[config.mk]
export PLATFORM = sky130hd
export DESIGN_NAME = datapath_seq_flat
export DESIGN_NICKNAME = d
export VERILOG_FILES = /design/src/rtl/datapath_seq_if.sv /design/src/rtl/datapath_seq.sv /design/src/flat_wrapper.sv
export SDC_FILE = /design/constraint.sdc
export NUM_CORES = 2
export LEC_CHECK = 0
export CELL_PAD_IN_SITES_DETAIL_PLACEMENT = 1
export CELL_PAD_IN_SITES_GLOBAL_PLACEMENT = 1
export CORE_MARGIN = 2
export CORE_UTILIZATION = 40
export DETAILED_ROUTE_END_ITERATION = 8
export GPL_ROUTABILITY_DRIVEN = 0
export MAX_ROUTING_LAYER = met4
export PLACE_DENSITY_LB_ADDON = 0.12
export SLEW_MARGIN = 25
export SYNTH_ARGS = -nofsm -noshare
export SYNTH_HDL_FRONTEND = slang
export SYNTH_SLANG_ARGS = --single-unit
[constraint.sdc]
create_clock -name i_clock -period 12.7 [get_ports i_clock]
set_clock_uncertainty 0.15 [all_clocks]
set_input_delay 3.175 -clock i_clock [delete_from_list [all_inputs] [get_ports i_clock]]
set_output_delay 3.175 -clock i_clock [all_outputs]
set_load 0.005 [all_outputs]
[src/rtl/datapath_seq_if.sv]
// Command/bus interface of datapath_seq: command handshake, done strobe and internal bus view.
interface datapath_seq_if #(
  parameter int WIDTH = 32,
  parameter int AW    = 4
);
  logic             cmd_valid;
  logic             cmd_ready;
  logic [2:0]       cmd_op;
  logic [AW-1:0]    cmd_rd;
  logic [AW-1:0]    cmd_rs;
  logic [AW-1:0]    cmd_rt;
  logic [WIDTH-1:0] cmd_imm;
  logic             done;
  logic [WIDTH-1:0] bus_out;

  modport master (
    output cmd_valid, cmd_op, cmd_rd, cmd_rs, cmd_rt, cmd_imm,
    input  cmd_ready, done, bus_out
  );

  modport slave (
    input  cmd_valid, cmd_op, cmd_rd, cmd_rs, cmd_rt, cmd_imm,
    output cmd_ready, done, bus_out
  );
endinterface

[src/rtl/datapath_seq.sv]
// Single-bus datapath (register file, Y latch, ALU, Z) with a built-in read/read/write-back sequencer.
// Optional status flags flag_z/flag_n/flag_c are built only when DATAPATH_FLAGS_EN is defined.
module datapath_seq #(
  parameter int WIDTH = 32,
  parameter int DEPTH = 16,
  localparam int AW = $clog2(DEPTH)
) (
  input  logic             i_clock,
  input  logic             i_clear,
  datapath_seq_if.slave    bus_if,
  input  logic [AW-1:0]    i_dbg_sel,
  output logic [WIDTH-1:0] o_dbg_data
`ifdef DATAPATH_FLAGS_EN
  ,
  output logic             o_flag_z,
  output logic             o_flag_n,
  output logic             o_flag_c
`endif
);

  // state   | meaning
  // ST_IDLE | bus idle at 0, ready for a command
  // ST_T1   | bus = R[rs], Y <- bus
  // ST_T2   | bus = R[rt] or imm, Z <- ALU / bus
  // ST_T3   | bus = Z, R[rd] <- bus, done
  typedef enum logic [1:0] {
    ST_IDLE = 2'd0,
    ST_T1   = 2'd1,
    ST_T2   = 2'd2,
    ST_T3   = 2'd3
  } state_t;

  localparam logic [2:0] OP_ADD = 3'd0;
  localparam logic [2:0] OP_SUB = 3'd1;
  localparam logic [2:0] OP_AND = 3'd2;
  localparam logic [2:0] OP_OR  = 3'd3;
  localparam logic [2:0] OP_XOR = 3'd4;
  localparam logic [2:0] OP_SHL = 3'd5;
  localparam logic [2:0] OP_SHR = 3'd6;
  localparam logic [2:0] OP_LDI = 3'd7;

  localparam int SW = $clog2(WIDTH);

  state_t           r_state;
  state_t           w_state_nxt;
  logic [2:0]       r_op;
  logic [AW-1:0]    r_rd;
  logic [AW-1:0]    r_rs;
  logic [AW-1:0]    r_rt;
  logic [WIDTH-1:0] r_imm;
  logic [WIDTH-1:0] r_y;
  logic [WIDTH-1:0] r_z;
  logic [WIDTH-1:0] r_regs [DEPTH];

  logic [WIDTH-1:0] w_bus;
  logic [WIDTH-1:0] w_alu;
  logic [WIDTH-1:0] w_sum;
  logic [WIDTH-1:0] w_diff;
  logic [SW-1:0]    w_shamt;
  logic             w_ready;
  logic             w_done;
  logic             w_ld_y;
  logic             w_ld_z;
  logic             w_wb;
  logic             w_accept;

  always_ff @(posedge i_clock) begin
    if (!i_clear) begin
      r_state <= ST_IDLE;
    end else begin
      r_state <= w_state_nxt;
    end
  end

  always_comb begin
    w_state_nxt = r_state;
    w_bus       = '0;
    w_ready     = 1'b0;
    w_done      = 1'b0;
    w_ld_y      = 1'b0;
    w_ld_z      = 1'b0;
    w_wb        = 1'b0;
    case (r_state)
      ST_IDLE: begin
        w_ready = 1'b1;
        if (bus_if.cmd_valid) begin
          w_state_nxt = (bus_if.cmd_op == OP_LDI) ? ST_T2 : ST_T1;
        end
      end
      ST_T1: begin
        w_bus       = r_regs[r_rs];
        w_ld_y      = 1'b1;
        w_state_nxt = ST_T2;
      end
      ST_T2: begin
        w_bus       = (r_op == OP_LDI) ? r_imm : r_regs[r_rt];
        w_ld_z      = 1'b1;
        w_state_nxt = ST_T3;
      end
      default: begin
        w_bus       = r_z;
        w_done      = 1'b1;
        w_wb        = 1'b1;
        w_state_nxt = ST_IDLE;
      end
    endcase
  end

  assign w_accept = w_ready & bus_if.cmd_valid;

  // Upper bits of the bus are ignored for shifts, so the amount is always below WIDTH.
  assign w_shamt = w_bus[SW-1:0];

`ifdef DATAPATH_FLAGS_EN
  logic [WIDTH:0] w_sum_ext;
  logic [WIDTH:0] w_diff_ext;
  logic           w_carry;
  logic           r_flag_z;
  logic           r_flag_n;
  logic           r_flag_c;

  assign w_sum_ext  = {1'b0, r_y} + {1'b0, w_bus};
  assign w_diff_ext = {1'b0, r_y} - {1'b0, w_bus};
  assign w_sum      = w_sum_ext[WIDTH-1:0];
  assign w_diff     = w_diff_ext[WIDTH-1:0];

  // SUB reports NOT borrow, i.e. 1 when Y >= B unsigned.
  always_comb begin
    w_carry = 1'b0;
    case (r_op)
      OP_ADD:  w_carry = w_sum_ext[WIDTH];
      OP_SUB:  w_carry = ~w_diff_ext[WIDTH];
      default: w_carry = 1'b0;
    endcase
  end

  always_ff @(posedge i_clock) begin
    if (!i_clear) begin
      r_flag_z <= 1'b0;
      r_flag_n <= 1'b0;
      r_flag_c <= 1'b0;
    end else if (w_ld_z) begin
      r_flag_z <= (w_alu == '0);
      r_flag_n <= w_alu[WIDTH-1];
      r_flag_c <= w_carry;
    end
  end

  assign o_flag_z = r_flag_z;
  assign o_flag_n = r_flag_n;
  assign o_flag_c = r_flag_c;
`else
  assign w_sum  = r_y + w_bus;
  assign w_diff = r_y - w_bus;
`endif

  always_comb begin
    w_alu = '0;
    case (r_op)
      OP_ADD:  w_alu = w_sum;
      OP_SUB:  w_alu = w_diff;
      OP_AND:  w_alu = r_y & w_bus;
      OP_OR:   w_alu = r_y | w_bus;
      OP_XOR:  w_alu = r_y ^ w_bus;
      OP_SHL:  w_alu = r_y << w_shamt;
      OP_SHR:  w_alu = r_y >> w_shamt;
      default: w_alu = w_bus;
    endcase
  end

  always_ff @(posedge i_clock) begin
    if (!i_clear) begin
      for (int i = 0; i < DEPTH; i++) begin
        r_regs[i] <= '0;
      end
      r_y   <= '0;
      r_z   <= '0;
      r_op  <= OP_ADD;
      r_rd  <= '0;
      r_rs  <= '0;
      r_rt  <= '0;
      r_imm <= '0;
    end else begin
      if (w_accept) begin
        r_op  <= bus_if.cmd_op;
        r_rd  <= bus_if.cmd_rd;
        r_rs  <= bus_if.cmd_rs;
        r_rt  <= bus_if.cmd_rt;
        r_imm <= bus_if.cmd_imm;
      end
      if (w_ld_y) r_y <= w_bus;
      if (w_ld_z) r_z <= w_alu;
      if (w_wb)   r_regs[r_rd] <= w_bus;
    end
  end

  assign bus_if.cmd_ready = w_ready;
  assign bus_if.done      = w_done;
  assign bus_if.bus_out   = w_bus;
  assign o_dbg_data       = r_regs[i_dbg_sel];

endmodule

[src/flat_wrapper.sv]
// flat-port wrapper written by rule: the top's interface ports become plain ports
module datapath_seq_flat 
#(
  parameter int WIDTH = 32,
  parameter int DEPTH = 16,
  localparam int AW = $clog2(DEPTH)
)
  (i_clock, i_clear, i_dbg_sel, o_dbg_data, bus_if_cmd_valid, bus_if_cmd_op, bus_if_cmd_rd, bus_if_cmd_rs, bus_if_cmd_rt, bus_if_cmd_imm, bus_if_cmd_ready, bus_if_done, bus_if_bus_out);
  datapath_seq_if #(.WIDTH(WIDTH), .AW((4))) bus_if_i ();
  input  logic i_clock;
  input  logic i_clear;
  input  logic [AW-1:0] i_dbg_sel;
  output logic [WIDTH-1:0] o_dbg_data;
  input wire logic [$bits(bus_if_i.cmd_valid)-1:0] bus_if_cmd_valid;
  input wire logic [$bits(bus_if_i.cmd_op)-1:0] bus_if_cmd_op;
  input wire logic [$bits(bus_if_i.cmd_rd)-1:0] bus_if_cmd_rd;
  input wire logic [$bits(bus_if_i.cmd_rs)-1:0] bus_if_cmd_rs;
  input wire logic [$bits(bus_if_i.cmd_rt)-1:0] bus_if_cmd_rt;
  input wire logic [$bits(bus_if_i.cmd_imm)-1:0] bus_if_cmd_imm;
  output wire logic [$bits(bus_if_i.cmd_ready)-1:0] bus_if_cmd_ready;
  output wire logic [$bits(bus_if_i.done)-1:0] bus_if_done;
  output wire logic [$bits(bus_if_i.bus_out)-1:0] bus_if_bus_out;
  assign bus_if_i.cmd_valid = bus_if_cmd_valid;
  assign bus_if_i.cmd_op = bus_if_cmd_op;
  assign bus_if_i.cmd_rd = bus_if_cmd_rd;
  assign bus_if_i.cmd_rs = bus_if_cmd_rs;
  assign bus_if_i.cmd_rt = bus_if_cmd_rt;
  assign bus_if_i.cmd_imm = bus_if_cmd_imm;
  assign bus_if_cmd_ready = bus_if_i.cmd_ready;
  assign bus_if_done = bus_if_i.done;
  assign bus_if_bus_out = bus_if_i.bus_out;
  datapath_seq #(.WIDTH(WIDTH), .DEPTH(DEPTH)) u_core (.i_clock(i_clock), .i_clear(i_clear), .bus_if(bus_if_i), .i_dbg_sel(i_dbg_sel), .o_dbg_data(o_dbg_data));
endmodule
==> impl_metrics.csv <==
group,metric,value,unit
cts,path_clk_slew,0.06,ns
critical_path,r2r_end,"u_core.r_z[28]$_SDFFE_PN0P_",
critical_path,crit_chain,"clkbuf_8 -> buf_16 -> buf_4 -> mux4_2 -> mux4_2 -> clkdlybuf4s50_1",
critical_path,path_delay_family,"buffers and inverters",
grt,grt_pass1_wl,276700,um
flow_run,cap_violations,0,
timing,rsz0062_at_grt,"no",
routing,met2_length,86820,um
timing,slew_headroom,0.1819,
status,status,"finished clean",
synthesis,ys_types,86,
synthesis,yosysWarnings,0,
hold_path,hold_class,"reg2reg",
synthesis,ys_ff_latch,633,
cts,post_cts_buffers,0,
routing,firstDrtPassIters,6,
critical_path,timing.rr.start,"u_core.r_state[1]$_SDFFE_PN0P_",
critical_path,r2r_slack,3.99,ns
timing,setup_tns,0,ns
timing,finalSetupViolCount,0,
cts,cts_root_buf,"clkbuf_16",
routing,drtIter0Drc,4872,
routing,num_vias,36040,
routing,highest_layer,"met4",
timing,hold_violations,0,
timing,fin_crit_sh,0.7561,
grt,antenna_found_initial,2,
die,die_h,331.0,um
synthesis,netlist_instances,3823,
synthesis,syn_area_per_cell,11.19,um2
cells_and_area,final_common_cell,"nor2_1",
critical_path,cp_common_cell,"mux4_2",
die,ios,120,
routing,drc,0,
cts,cts_tree,"done",
cells_and_area,area_growth,11.42,%
cts,htree_num_levels,3,
timing,period_needed,9.603,ns
critical_path,worst_ep_arrival_time,6.28,ns
cells_and_area,seq_area,17820,um2
routing,routed_wl,195400,um
critical_path,path_class,"in2out",
synthesis,syn_nets,3979,
critical_path,cp.required,9.38,ns
grt,grt_pass1_vias,36630,
synthesis,synthesis.area,42760,um2
synthesis,seq_area_frac_synth,0.4162,
cts,cts-buffers-inserted,76,
grt,grt_overflow_total,0,
routing,wl_met1,77660,um
timing,fmax,104.1,MHz
synthesis,synth_edf_count,512,
routing,wl_per_cell,37.63,um
critical_path,cpPeakStageDelay,0.61,ns
grt,grt_util_all_layers,0.3661,
die,dieWidth,331.0,um
placement,dp_hpwl,122000,um
critical_path,reg2reg_depth,24,
die,core,105700,um2
synthesis,async_reset_ff_frac,0,
cells_and_area,drive_above_1_share,0.1873,
power,leakagePower,16.36,nW
cells_and_area,multi_input_area,23350,um2
cells_and_area,nets,3898,
die,initial_core_util,0.4045,
cts,cts_hold_buffers,0,
routing,antenna_left,0,
die,rows,119,
cells_and_area,stdcell_count,5194,
synthesis,ys.flop_type,"edfxtp_1",
cts,post_cts_resized,0,
critical_path,crit_buf_inv,4,
critical_path,critPathSlowestCell,"mux4_2",
power,fin_total_pwr,8.360,mW
power,peakVddDrop,0.1350,mV
critical_path,worstPathMaxFanout,38,
timing,tightest_slew,1.223,ns
die,dieArea,109500,um2
timing,maxSlewViolCount,0,
cts,clk_latency,0.68,ns
critical_path,critPathCaptureType,"output port",
grt,grt_max_degree,82,
critical_path,critPathLaunchType,"input pin",
hold_path,whs_path_depth,2,
routing,viasPerCell,6.938,
cts,cts_sinks,633,
placement,dp_cells,5054,
routing,route.met3.wl,21250,um
hold_path,hold_path_startpoint,"u_core.r_rt[1]$_SDFFE_PN0P_",
cells_and_area,layout_common_cells,"668 x nor2_1, 512 x edfxtp_1, 381 x mux4_2",
power,p_per_area,175.5,nW/um2
cells_and_area,fillCellCount,11140,
placement,port_buffers,119,
cts,clock_path_buffers,3,
[synth_stat cells, drive strengths merged (36+ instances only)]
| library cell | count | area share |
|---|---|---|
| nor2 | 673 | 0.059 |
| edfxtp | 512 | 0.36 |
| mux4 | 382 | 0.20 |
| nand2 | 306 | 0.027 |
| mux2i | 251 | 0.059 |
| clkbuf | 245 | 0.022 |
| a21oi | 203 | 0.024 |
| buf | 134 | 0.019 |
| dfxtp | 121 | 0.057 |
| o21ai | 118 | 0.014 |
| ha | 101 | 0.030 |
| inv | 84 | 0.0074 |
| nand3 | 62 | 0.0073 |
| a22oi | 58 | 0.010 |
| a21o | 44 | 0.0077 |
| xnor2 | 41 | 0.0084 |
| a211oi | 38 | 0.0067 |
| a221oi | 36 | 0.0075 |
[cell type report]
| cell class | instances | share of cell area |
|---|---|---|
| sequential | 633 | 0.3740 |
| antenna | 1 | 0.00005252 |
| clock buffer | 97 | 0.04333 |
| multi-input combinational | 2724 | 0.4901 |
| inverter | 87 | 0.006907 |
| tap | 1391 | 0.03653 |
| timing repair buffer | 220 | 0.04144 |
| clock inverter | 41 | 0.007616 |
[routing by layer]
| layer | global-route usage | vias to the layer above |
|---|---|---|
| met5 | - | - |
| met4 | 0.1631 | 0 |
| met3 | 0.08092 | 463 |
| met2 | 0.5399 | 2375 |
| met1 | 0.4843 | 18810 |
| li1 | - | 14390 |
[per-stage QoR]
step           setup WS [ns]  hold slack (ns)  utilization  area (um2)
2_1_floorplan          4.128           0.2842            -       42760
3_3_place_gp           3.078           0.2931       0.4271       45150
3_5_place_dp           3.019           0.3018       0.4272       45160
4_1_cts                3.010           0.3093       0.4502       47590
5_1_grt                2.902           0.3285       0.4507       47650
6_report               3.097           0.3066       0.4507       47650
[how the worst max path moves through the flow]
stage,startpoint,end,slack [ns],cells after the start
after floorplan,i_dbg_sel[0],o_dbg_data[11],4.13,4
after global placement,i_dbg_sel[0],o_dbg_data[28],3.08,5
after detailed placement,i_dbg_sel[0],o_dbg_data[31],3.02,5
after CTS,i_dbg_sel[0],o_dbg_data[31],3.01,5
after global routing,i_dbg_sel[0],o_dbg_data[25],2.90,6
final,i_dbg_sel[0],o_dbg_data[31],3.10,6
[sequential cells by signal (all words and copies together), names as in the netlist, named ones only]
register        flops
u_core.r_imm       32
u_core.r_op         3
u_core.r_rd         4
u_core.r_regs     512
u_core.r_rs         4
u_core.r_rt         4
u_core.r_state      2
u_core.r_y         32
u_core.r_z         32
[cells by family (layout without fill, tap and decap cells)]
logic type / after synthesis / count (layout) / share of synthesized area
AND/OR/NAND/NOR: 1184 / 1184 / 0.1154
AO/OA/AOI/OAI: 732 / 732 / 0.1148
multiplexers: 648 / 648 / 0.2640
flip-flops: 633 / 633 / 0.4162
buffers and inverters: 466 / 445 / 0.04775
adder cells (fa/ha/maj): 102 / 102 / 0.03002
XOR/XNOR: 58 / 58 / 0.01188
other: 0 / 1 / 0
[report_power, final]
group	switching [mW]	internal (mW)
Combinational	2.32	1.28
Sequential	0.218	2.36
Clock	0.960	1.22
[tightest hold or removal path: stages, from the launching register on]
cell     delay, ns
dfxtp_1       0.30
nand2_1       0.05
a21oi_1       0.07
Power figures use the tool's default switching activity.
